File: src/rtl/cpu_dsram_bridge.sv
// CPU data-port to split-handshake SRAM bridge: captures one CPU access, issues it
// downstream with addr_ok/data_ok handshaking, and stalls the CPU until completion.
module cpu_dsram_bridge #(
   parameter int ADDR_WIDTH = 32
) (
   input  logic                  clk,
   input  logic                  resetn,
   input  logic                  cpu_en,
   input  logic [3:0]            cpu_we,
   input  logic [ADDR_WIDTH-1:0] cpu_addr,
   input  logic [31:0]           cpu_wdata,
   output logic [31:0]           cpu_rdata,
   output logic                  cpu_stall,
   output logic                  req,
   output logic                  wr,
   output logic [1:0]            size,
   output logic [3:0]            wstrb,
   output logic [ADDR_WIDTH-1:0] addr,
   output logic [31:0]           wdata,
   input  logic                  addr_ok,
   input  logic                  data_ok,
   input  logic [31:0]           rdata,
   output logic [31:0]           stall_cnt
);

   typedef enum logic [1:0] {ST_IDLE, ST_REQ, ST_WAIT, ST_DONE} state_t;

   state_t                state, state_nxt;
   logic [3:0]            we_q;
   logic [ADDR_WIDTH-1:0] addr_q;
   logic [31:0]           wdata_q;
   logic                  rd_done;

   always_ff @(posedge clk or negedge resetn) begin
      if (!resetn) state <= ST_IDLE;
      else         state <= state_nxt;
   end

   // Handshakes outside REQ/WAIT fall through untouched, so stray oks are ignored.
   always_comb begin
      state_nxt = state;
      rd_done   = 1'b0;
      case (state)
         ST_IDLE: if (cpu_en) state_nxt = ST_REQ;
         ST_REQ: begin
            if (addr_ok) begin
               if (data_ok) begin
                  state_nxt = ST_DONE;
                  rd_done   = ~|we_q;
               end else begin
                  state_nxt = ST_WAIT;
               end
            end
         end
         ST_WAIT: begin
            if (data_ok) begin
               state_nxt = ST_DONE;
               rd_done   = ~|we_q;
            end
         end
         ST_DONE: state_nxt = ST_IDLE;
         default: state_nxt = ST_IDLE;
      endcase
   end

   always_ff @(posedge clk or negedge resetn) begin
      if (!resetn) begin
         we_q    <= '0;
         addr_q  <= '0;
         wdata_q <= '0;
      end else if (state == ST_IDLE && cpu_en) begin
         we_q    <= cpu_we;
         addr_q  <= cpu_addr;
         wdata_q <= cpu_wdata;
      end
   end

   always_ff @(posedge clk or negedge resetn) begin
      if (!resetn)      cpu_rdata <= '0;
      else if (rd_done) cpu_rdata <= rdata;
   end

   always_ff @(posedge clk or negedge resetn) begin
      if (!resetn)                         stall_cnt <= '0;
      else if (cpu_stall && stall_cnt != '1) stall_cnt <= stall_cnt + 32'd1;
   end

   // Stall is gated by resetn so a held cpu_en cannot stall the CPU during reset.
   always_comb begin
      cpu_stall = resetn & ((state == ST_IDLE && cpu_en) || state == ST_REQ || state == ST_WAIT);
   end

   always_comb begin
      req   = 1'b0;
      wr    = 1'b0;
      size  = 2'd0;
      wstrb = '0;
      addr  = '0;
      wdata = '0;
      if (state == ST_REQ) begin
         req   = 1'b1;
         wr    = |we_q;
         wstrb = we_q;
         addr  = addr_q;
         wdata = wdata_q;
         case (we_q)
            4'b0001, 4'b0010, 4'b0100, 4'b1000: size = 2'd0;
            4'b0011, 4'b1100:                   size = 2'd1;
            default:                            size = 2'd2;
         endcase
      end
   end

endmodule
File: config.mk
export PLATFORM = sky130hd
export DESIGN_NAME = cpu_dsram_bridge
export DESIGN_NICKNAME = d
export VERILOG_FILES = /design/src/rtl/cpu_dsram_bridge.sv
export SDC_FILE = /design/constraint.sdc
export NUM_CORES = 1
export LEC_CHECK = 0
export ABC_AREA = 1
export CORE_MARGIN = 2
export CORE_UTILIZATION = 45
export CTS_BUF_LIST = sky130_fd_sc_hd__clkbuf_16
export DETAILED_ROUTE_END_ITERATION = 7
export PLACE_DENSITY = 0.81
export SLEW_MARGIN = 0
export SYNTH_ARGS = -nofsm -noshare
export SYNTH_HDL_FRONTEND = slang
export SYNTH_SLANG_ARGS = --single-unit
File: constraint.sdc
create_clock -name clk -period 2.2 [get_ports clk]
set_input_delay 0.44 -clock clk [delete_from_list [all_inputs] [get_ports clk]]
set_output_delay 0.44 -clock clk [all_outputs]
set_load 0.01 [all_outputs]
# Word level (Yosys, flattened, before mapping)
# Index checks and enable logic that the tools add are counted.
# W data, S select, Z words.
[word_totals] ff_bits=134 in_bits=105 output_inout_bits=137 elab_cells=46
[classes] n_addsub=1 eq_ne=13 n_mux=15 bitwise_logic=1 n_reduce_logical=10
[op_table] op="$mux W32" count=2
[op_table] op="$add A32 B1 Y32 const B" count=1
[op_table] op="$ne A32 B32 Y1 const B" count=1
[op_table] op="$eq A4 B2 Y1 const B" count=2
[op_table] op="$eq A4 B4 Y1 const B" count=2
[op_table] op="$mux W2" count=4
[op_table] op="$pmux W2 S4" count=1
[op_table] op="$reduce_or A4 Y1" count=2
[op_table] op="$ne A2 B2 Y1 const B" count=3
[op_table] op="$mux W1" count=5
[op_table] op="$eq A2 B2 Y1 const B" count=2
[op_table] op="$eq A4 B1 Y1 const B" count=1
[op_table] op="$eq A4 B3 Y1 const B" count=1
[op_table] op="$mux W4" count=1
[op_table] op="$pmux W2 S2" count=1
[op_table] op="$reduce_and A3 Y1" count=1
[op_table] op="$eq A2 B1 Y1 const B" count=1
[op_table] op="$logic_and A1 B1 Y1" count=2
[op_table] op="$logic_not A2 Y1" count=1
[op_table] op="$logic_or A1 B1 Y1" count=2
[op_table] op="$pmux W1 S2" count=1
[op_table] op="$reduce_or A2 Y1" count=1
[op_table] op="$and A1 B1 Y1" count=1
[op_table] op="$logic_not A1 Y1" count=1

# Longest topological paths before layout
# Gate-level depths: netlist of the first run.
[depth] word_depth=6 mapped_depth=11 depth_no_buf=10

# Worst setup path before layout of the first run
# No wires, ideal clock.
[synth_path] path_type="flip-flop to output port" from="register state[1]" to="output port wdata[13]" t_arrival_ns=1.588 t_required_ns=1.760 setup_slack_ns=0.172 path_stages_with_launch=8 path_buffers=3 cell_sequence="dfrtp_1 > inv_1 > ha_1 > buf_2 > clkbuf_1 > buf_1 > nand2_1 > inv_1"
[synth_between] elab_chain_cells=2
[synth_lines] element="from (decl)" line="28" text="state_t state, state_nxt;"
[synth_lines] element="from (signal assigned)" line="36" text="else state <= state_nxt;"
[synth_lines] element="$eq A2 B1 Y1" line="100" text="if (state == ST_REQ) begin"
[synth_lines] element="$mux W32" line="100"
[synth_lines] element="to (decl)" line="19" text="output logic [31:0] wdata,"
# Every way passes these cells.

# Worst setup path in the final report of the first run
[layout_path] from="register state[1]" to="output port wdata[27]"
# Same word-level chain as after synthesis.

==> results.py, run 1 <==
metrics = {
    "synth": {
        "syn_inst": 794,
        "synth-compound-area-share_pct": 3.79,
        "ys_seq_area_share_pct": 50.3,
        "syn_nets": 904,
        "synth-main-ff-cell": "dfrtp_1",
        "ys_top_cells_by_area": "dfrtp_1 50%, nand2_1 15%, mux2_2 11%, inv_1 7.5%, nor2_1 3.4%",
        "synth.most_common_cell": "nand2_1",
        "ys_seq_elements": 134,
        "synth.largest_area_cell": "dfrtp_1",
        "muxShareOfSynthArea_pct": 11.5,
        "syn_area_um2": 6670,
        "syn_area_per_cell_um2": 8.40,
        "synth_fa_ha_area_share_pct": 0.938,
        "synth-xor-area-share_pct": 1.31,
        "synthSimpleGateAreaFrac_pct": 22.6,
        "synth_warnings": 0,
        "synth_top_area_share_pct": 50.3,
        "synthArstFlopShare_pct": 100,
        "synth_top_cells_by_count": "265 x nand2_1, 134 x dfrtp_1, 133 x inv_1",
        "synth_top_family_by_area": "simple AND/OR/NAND/NOR gates",
        "synth_cell_types": 31,
        "synth_edf_count": 0,
    },
    "global_route": {
        "antenna_found_initial": 0,
        "grt_pass1_wl_um": 28600,
        "grt_max_degree": 135,
        "grt_util_all_layers_pct": 22.6,
        "first_global_vias": 5667,
        "gr-total-overflow": 0,
    },
    "worst_setup_path": {
        "cp_top_family": "buffers and inverters",
        "crit_chain": "inv_2 > ha_4 > buf_6 > buf_12 > nand2_1 > inv_1 > clkdlybuf4s15_1",
        "r2r_start": "state[0]",
        "required_ns": 1.76,
        "slowest_stage": "dfrtp_1",
        "setup.worst_path.class": "flop to primary output",
        "crit_arrival_ns": 1.70,
        "reg2regPathDepth": 11,
        "critical_path.endpoint_type": "primary output",
        "timing.rr.end": "stall_cnt[25]",
        "rrSetupSlack_ns": 0.25,
        "critPathLaunchType": "flop",
        "critPathMaxFanout": 15,
        "cp_num_buf_inv": 5,
        "slowest_delay_ns": 0.39,
    },
    "final_layout": {
        "fillers": 1183,
        "diodes": 0,
        "finalNonFillerCells": 1246,
        "drive_gt1_share_pct": 15.9,
        "nets": 1159,
        "area_growth_pct": 48.5,
    },
    "cts": {
        "hold_buffers": 0,
        "clock_latency_ns": 0.41,
        "cts-root-buf": "clkbuf_16",
        "cts_tree": "built",
        "cts_sinks": 134,
        "clkTransAtPathRegs_ns": 0.05,
        "cts_buffers": 17,
        "htreeDepth": 4,
        "clk_path_buf_depth": 2,
    },
    "timing": {
        "hold_ws_ns": 0.0443,
        "fin_crit_sh_pct": 97.2,
        "rsz0062_at_grt": "true",
        "finalCriticalPeriod_ns": 2.14,
        "slew_violations": 0,
        "setup_viol": 0,
        "tightest_slew_ns": 0.835,
        "hold_viol": 0,
        "skew_ns": 0.00666,
        "timing.slew.headroom_pct": 44.3,
        "fmax_ghz": 0.468,
        "tns_ns": 0,
    },
    "detailed_routing": {
        "wl_per_cell_um": 14.2,
        "dr_total_vias": 5967,
        "ant_nets": 0,
        "first_iter_violations": 239,
        "wirelength_um": 17700,
        "vias_per_cell": 4.79,
        "first_pass_iters": 7,
        "drcViolationCount": 0,
    },
    "die": {
        "die_w_um": 126,
        "start_util_pct": 46.0,
        "ios": 242,
        "rows": 44,
        "coreArea_um2": 14500,
        "fp.dieArea_um2": 15800,
        "chipHeight_um": 126,
    },
    "power_and_ir_drop": {
        "power_leakage_nw": 5.11,
        "total_power_mw": 11.2,
        "powerDensity_nw_per_um2": 1130,
        "ir_drop_mv": 0.788,
    },
    "place": {
        "portBuffers": 241,
        "hpwl_um": 12400,
        "gp_congestion": 0.887,
        "dpl.cell_count": 1208,
    },
    "run_status": {
        "status": "finished clean",
    },
    "worst_hold_path": {
        "hold_path.class": "primary input to asynchronous set/reset pin",
    },
    "run": {
        "drv_cap": 0,
    },
}
## cells in the final DEF (no fill, tap or decap), drive strengths merged
cell type / count
a21boi: 1
a21oi: 3
a22oi: 1
and2: 1
buf: 23
bufinv: 4
clkbuf: 47
clkdlybuf4s15: 5
clkdlybuf4s50: 167
clkinv: 7
clkinvlp: 3
dfrtp: 134
dlygate4sd2: 35
dlymetal6s2s: 2
ha: 5
inv: 135
mux2: 68
nand2: 269
nand3: 21
nand3b: 8
nand4: 7
nor2: 63
nor3: 2
o211ai: 2
o21a: 1
o21ai: 37
o22ai: 1
xnor2: 3
xor2: 7
## routing by layer
metal / track usage, % / up-vias / part of all wire (%)
met5: 0 / - / 0
met2: 39.1 / 217 / 51
met1: 27.9 / 2793 / 41
li1: - / 2933 / -
met4: 6.73 / 0 / 1.8
met3: 6.07 / 24 / 6.7
## registers in the layout, summed over array words and instances, names as in the netlist
register	cells
addr_q	32
state	2
we_q	4
stall_cnt	32
cpu_rdata	32
wdata_q	32
## final cells by class
type,instances,area (um2),share of cell area [%]
Inverter,134,503,5.08
Clock buffer,17,425,4.30
Timing Repair Buffer,262,2470,25.0
Sequential cell,134,3350,33.9
Multi-Input combinational cell,500,2730,27.6
Clock inverter,15,185,1.87
Tap cell,184,230,2.32
## through the flow
stage / util, % / cell area, um2 / worst slack [ns]
5_1_grt: 68.4 / 9900 / -0.0261
6_report: 68.4 / 9900 / 0.0620
4_1_cts: 68.6 / 9930 / -0.00425
3_3_place_gp: 64.7 / 9370 / -0.0148
3_5_place_dp: 64.7 / 9370 / -0.0171
2_1_floorplan: - / 6670 / 0.172
## repair_timing
action | 4_1_cts | 5_1_grt
setup endpoints to repair | 73 | 41
pin swaps | 0 | 1
resized for setup | 86 | 71
setup buffers | 0 | 5
gates cloned | 0 | 1
## power by group
part	switching, mW	total, mW	leakage (nW)	internal, mW
sequential	0.533	3.90	1.69	3.36
clock	1.05	2.93	0.289	1.88
combinational	2.06	4.37	3.14	2.31
## how the worst max path moves through the flow
stage / startpoint / end / depth (start not counted)
CTS: state[1] / wstrb[3] / 5
global route: state[1] / wdata[27] / 7
detailed placement: cpu_en / cpu_stall / 4
global placement: cpu_en / cpu_stall / 4
floorplan: state[1] / wdata[13] / 7
finish: state[1] / wdata[27] / 7
## logic make-up (layout without fill, tap and decap cells)
logic type	after synthesis	after routing
AO/OA/AOI/OAI	46	46
flip-flops	134	134
adder cells (fa/ha/maj)	5	5
XOR/XNOR	10	10
AND/OR/NAND/NOR	371	371
buffers and inverters	160	428
multiplexers	68	68
Power figures use the tool's default switching activity.
==> inputs of run 2 (changes only) <==
- REMOVE_ABC_BUFFERS: default -> 1
==> results.py, run 2 (same netlist as run 1, synthesis figures left out) <==
metrics = {
    "run_status": {
        "status": "finished clean",
    },
    "final_layout": {
        "mostFrequentLayoutCells": "263 x nand2_1, 167 x clkdlybuf4s50_1, 134 x dfrtp_1, 133 x inv_1, 68 x mux2_2",
        "fillers": 1174,
        "nets": 1160,
        "multiInputGateArea_um2": 2710,
        "final_common_cell": "nand2_1",
        "drive_gt1_share_pct": 16.0,
        "post-route-util_pct": 67.9,
        "diodes": 0,
        "area_growth_pct": 47.6,
        "regArea_um2": 3350,
    },
    "worst_setup_path": {
        "critical_path.endpoint_type": "primary output",
        "cp_top_family": "buffers and inverters",
        "slowest_stage": "dfrtp_1",
        "crit_arrival_ns": 1.69,
        "setup.worst_path.class": "flop to primary output",
        "critPathMaxFanout": 6,
        "cp_num_buf_inv": 6,
        "required_ns": 1.76,
        "slowest_delay_ns": 0.38,
        "path_common_cell": "buf_6",
        "crit_chain": "inv_2 > ha_4 > buf_6 > buf_6 > buf_6 > nand2_1 > inv_1 > buf_2",
        "critPathLaunchType": "flop",
    },
    "timing": {
        "finalCriticalPeriod_ns": 2.13,
        "tns_ns": 0,
        "hold_ws_ns": 0.158,
        "hold_viol": 0,
        "rsz0062_at_grt": "true",
        "fin_crit_sh_pct": 96.7,
        "setup_viol": 0,
        "timing.slew.headroom_pct": 52.7,
        "skew_ns": 0.00593,
        "slew_violations": 0,
        "tightest_slew_ns": 0.709,
        "fmax_ghz": 0.470,
    },
    "cts": {
        "htreeDepth": 4,
        "cts-root-buf": "clkbuf_16",
        "hold_buffers": 0,
        "clkTransAtPathRegs_ns": 0.05,
        "clk_path_buf_depth": 2,
        "clock_latency_ns": 0.41,
        "cts_tree": "built",
        "cts_sinks": 134,
        "cts_buffers": 17,
    },
    "place": {
        "portBuffers": 241,
        "hpwl_um": 12500,
        "gp_congestion": 0.934,
    },
    "power_and_ir_drop": {
        "ir_drop_mv": 0.511,
        "power_leakage_nw": 5.02,
        "total_power_mw": 10.9,
        "powerDensity_nw_per_um2": 1110,
    },
    "detailed_routing": {
        "dr_wl_met2_um": 8610,
        "dr_total_vias": 5936,
        "drt-met1-wl_um": 7740,
        "first_pass_iters": 4,
        "highest_layer": "met4",
        "wirelength_um": 18000,
        "wl_per_cell_um": 14.5,
        "vias_per_cell": 4.77,
        "first_iter_violations": 391,
        "ant_nets": 0,
        "drcViolationCount": 0,
        "dr_wl_met3_um": 1330,
    },
    "die": {
        "coreArea_um2": 14500,
        "die_w_um": 126,
        "start_util_pct": 46.0,
        "chipHeight_um": 126,
        "ios": 242,
        "fp.dieArea_um2": 15800,
        "rows": 44,
    },
    "global_route": {
        "first_global_vias": 5738,
        "grt_pass1_wl_um": 29100,
        "antenna_found_initial": 0,
        "gr-total-overflow": 0,
        "grt_max_degree": 135,
        "grt_util_all_layers_pct": 23.0,
    },
    "run": {
        "drv_cap": 0,
    },
    "worst_hold_path": {
        "hold_path.class": "primary input to asynchronous set/reset pin",
    },
}
-- run 2: cell count changes in the layout (fill, tap and decap cells not counted), moves of 2 or more --
cell,before,now
dlymetal6s2s_1,2,0
clkinvlp_4,3,1
buf_6,2,6
buf_2,2,11
clkdlybuf4s15_1,4,22
bufinv_16,4,1
dlygate4sd2_1,35,13
clkinv_2,2,4
clkbuf_2,29,25
buf_4,13,10
inv_1,131,133
-- run 2: layout make-up --
cell class | instances | share of cell area (%)
multi-input combinational | 500 | 27.5
timing repair buffer | 263 | 25.7
clock buffer | 17 | 4.32
clock inverter | 13 | 0.954
tap | 184 | 2.34
inverter | 134 | 5.11
sequential | 134 | 34.1
-- run 2: where the power goes --
group	switching, mW	total [mW]	internal [mW]
combinational	2.09	4.50	2.41
clock	1.02	2.53	1.51
sequential	0.516	3.88	3.36
total	3.62	10.9	7.29
-- run 2: path summary, 6_finish.rpt --
check                              startpoint             to  slack, ns  depth (start not counted)
worst max register to register   stall_cnt[0]   stall_cnt[6]       0.39                         10
worst min register to register  cpu_rdata[13]  cpu_rdata[13]       0.48                          2
worst max-delay path                 state[1]        addr[1]       0.07                          8
worst min-delay path                   resetn   stall_cnt[8]       0.16                          2
max in group asynchronous              resetn     addr_q[11]       1.54                          2
min in group clk                cpu_rdata[13]  cpu_rdata[13]       0.48                          2
-- run 2: stage by stage --
stage | setup slack [ns] | cell area, um2 | cells
final | 0.0727 | 9840 | 1245
after global routing | -0.0335 | 9840 | 1245
after CTS | -0.0150 | 9880 | 1239
after detailed placement | -0.0506 | 9340 | 1205
after global placement | -0.0497 | 9340 | 1205
after floorplan | -1.14 | 6530 | 768
-- run 2: timing repair --
item | CTS | global route
cloned | 1 | 3
setup endpoints to repair | 73 | 52
resized for setup | 105 | 91
pin swaps | 1 | 0
setup buffers | 3 | 3
-- run 2: worst register-to-register path, stage by stage, from the launching register on --
cell and delay, ns:
dfrtp_1 0.41, ha_1 0.22, nand2_2 0.08, nor2_4 0.26, nand2_4 0.11, nor2_4 0.12, nand2_2 0.07, nand2_2 0.07
buf_4 0.25, nand2_1 0.08, o21ai_1 0.07
-- run 2: metal layers --
metal,vias to the layer above,global-route usage [%]
met3,28,5.61
met4,0,7.71
met1,2751,29.7
li1,2944,-
met2,213,38.1
met5,-,0
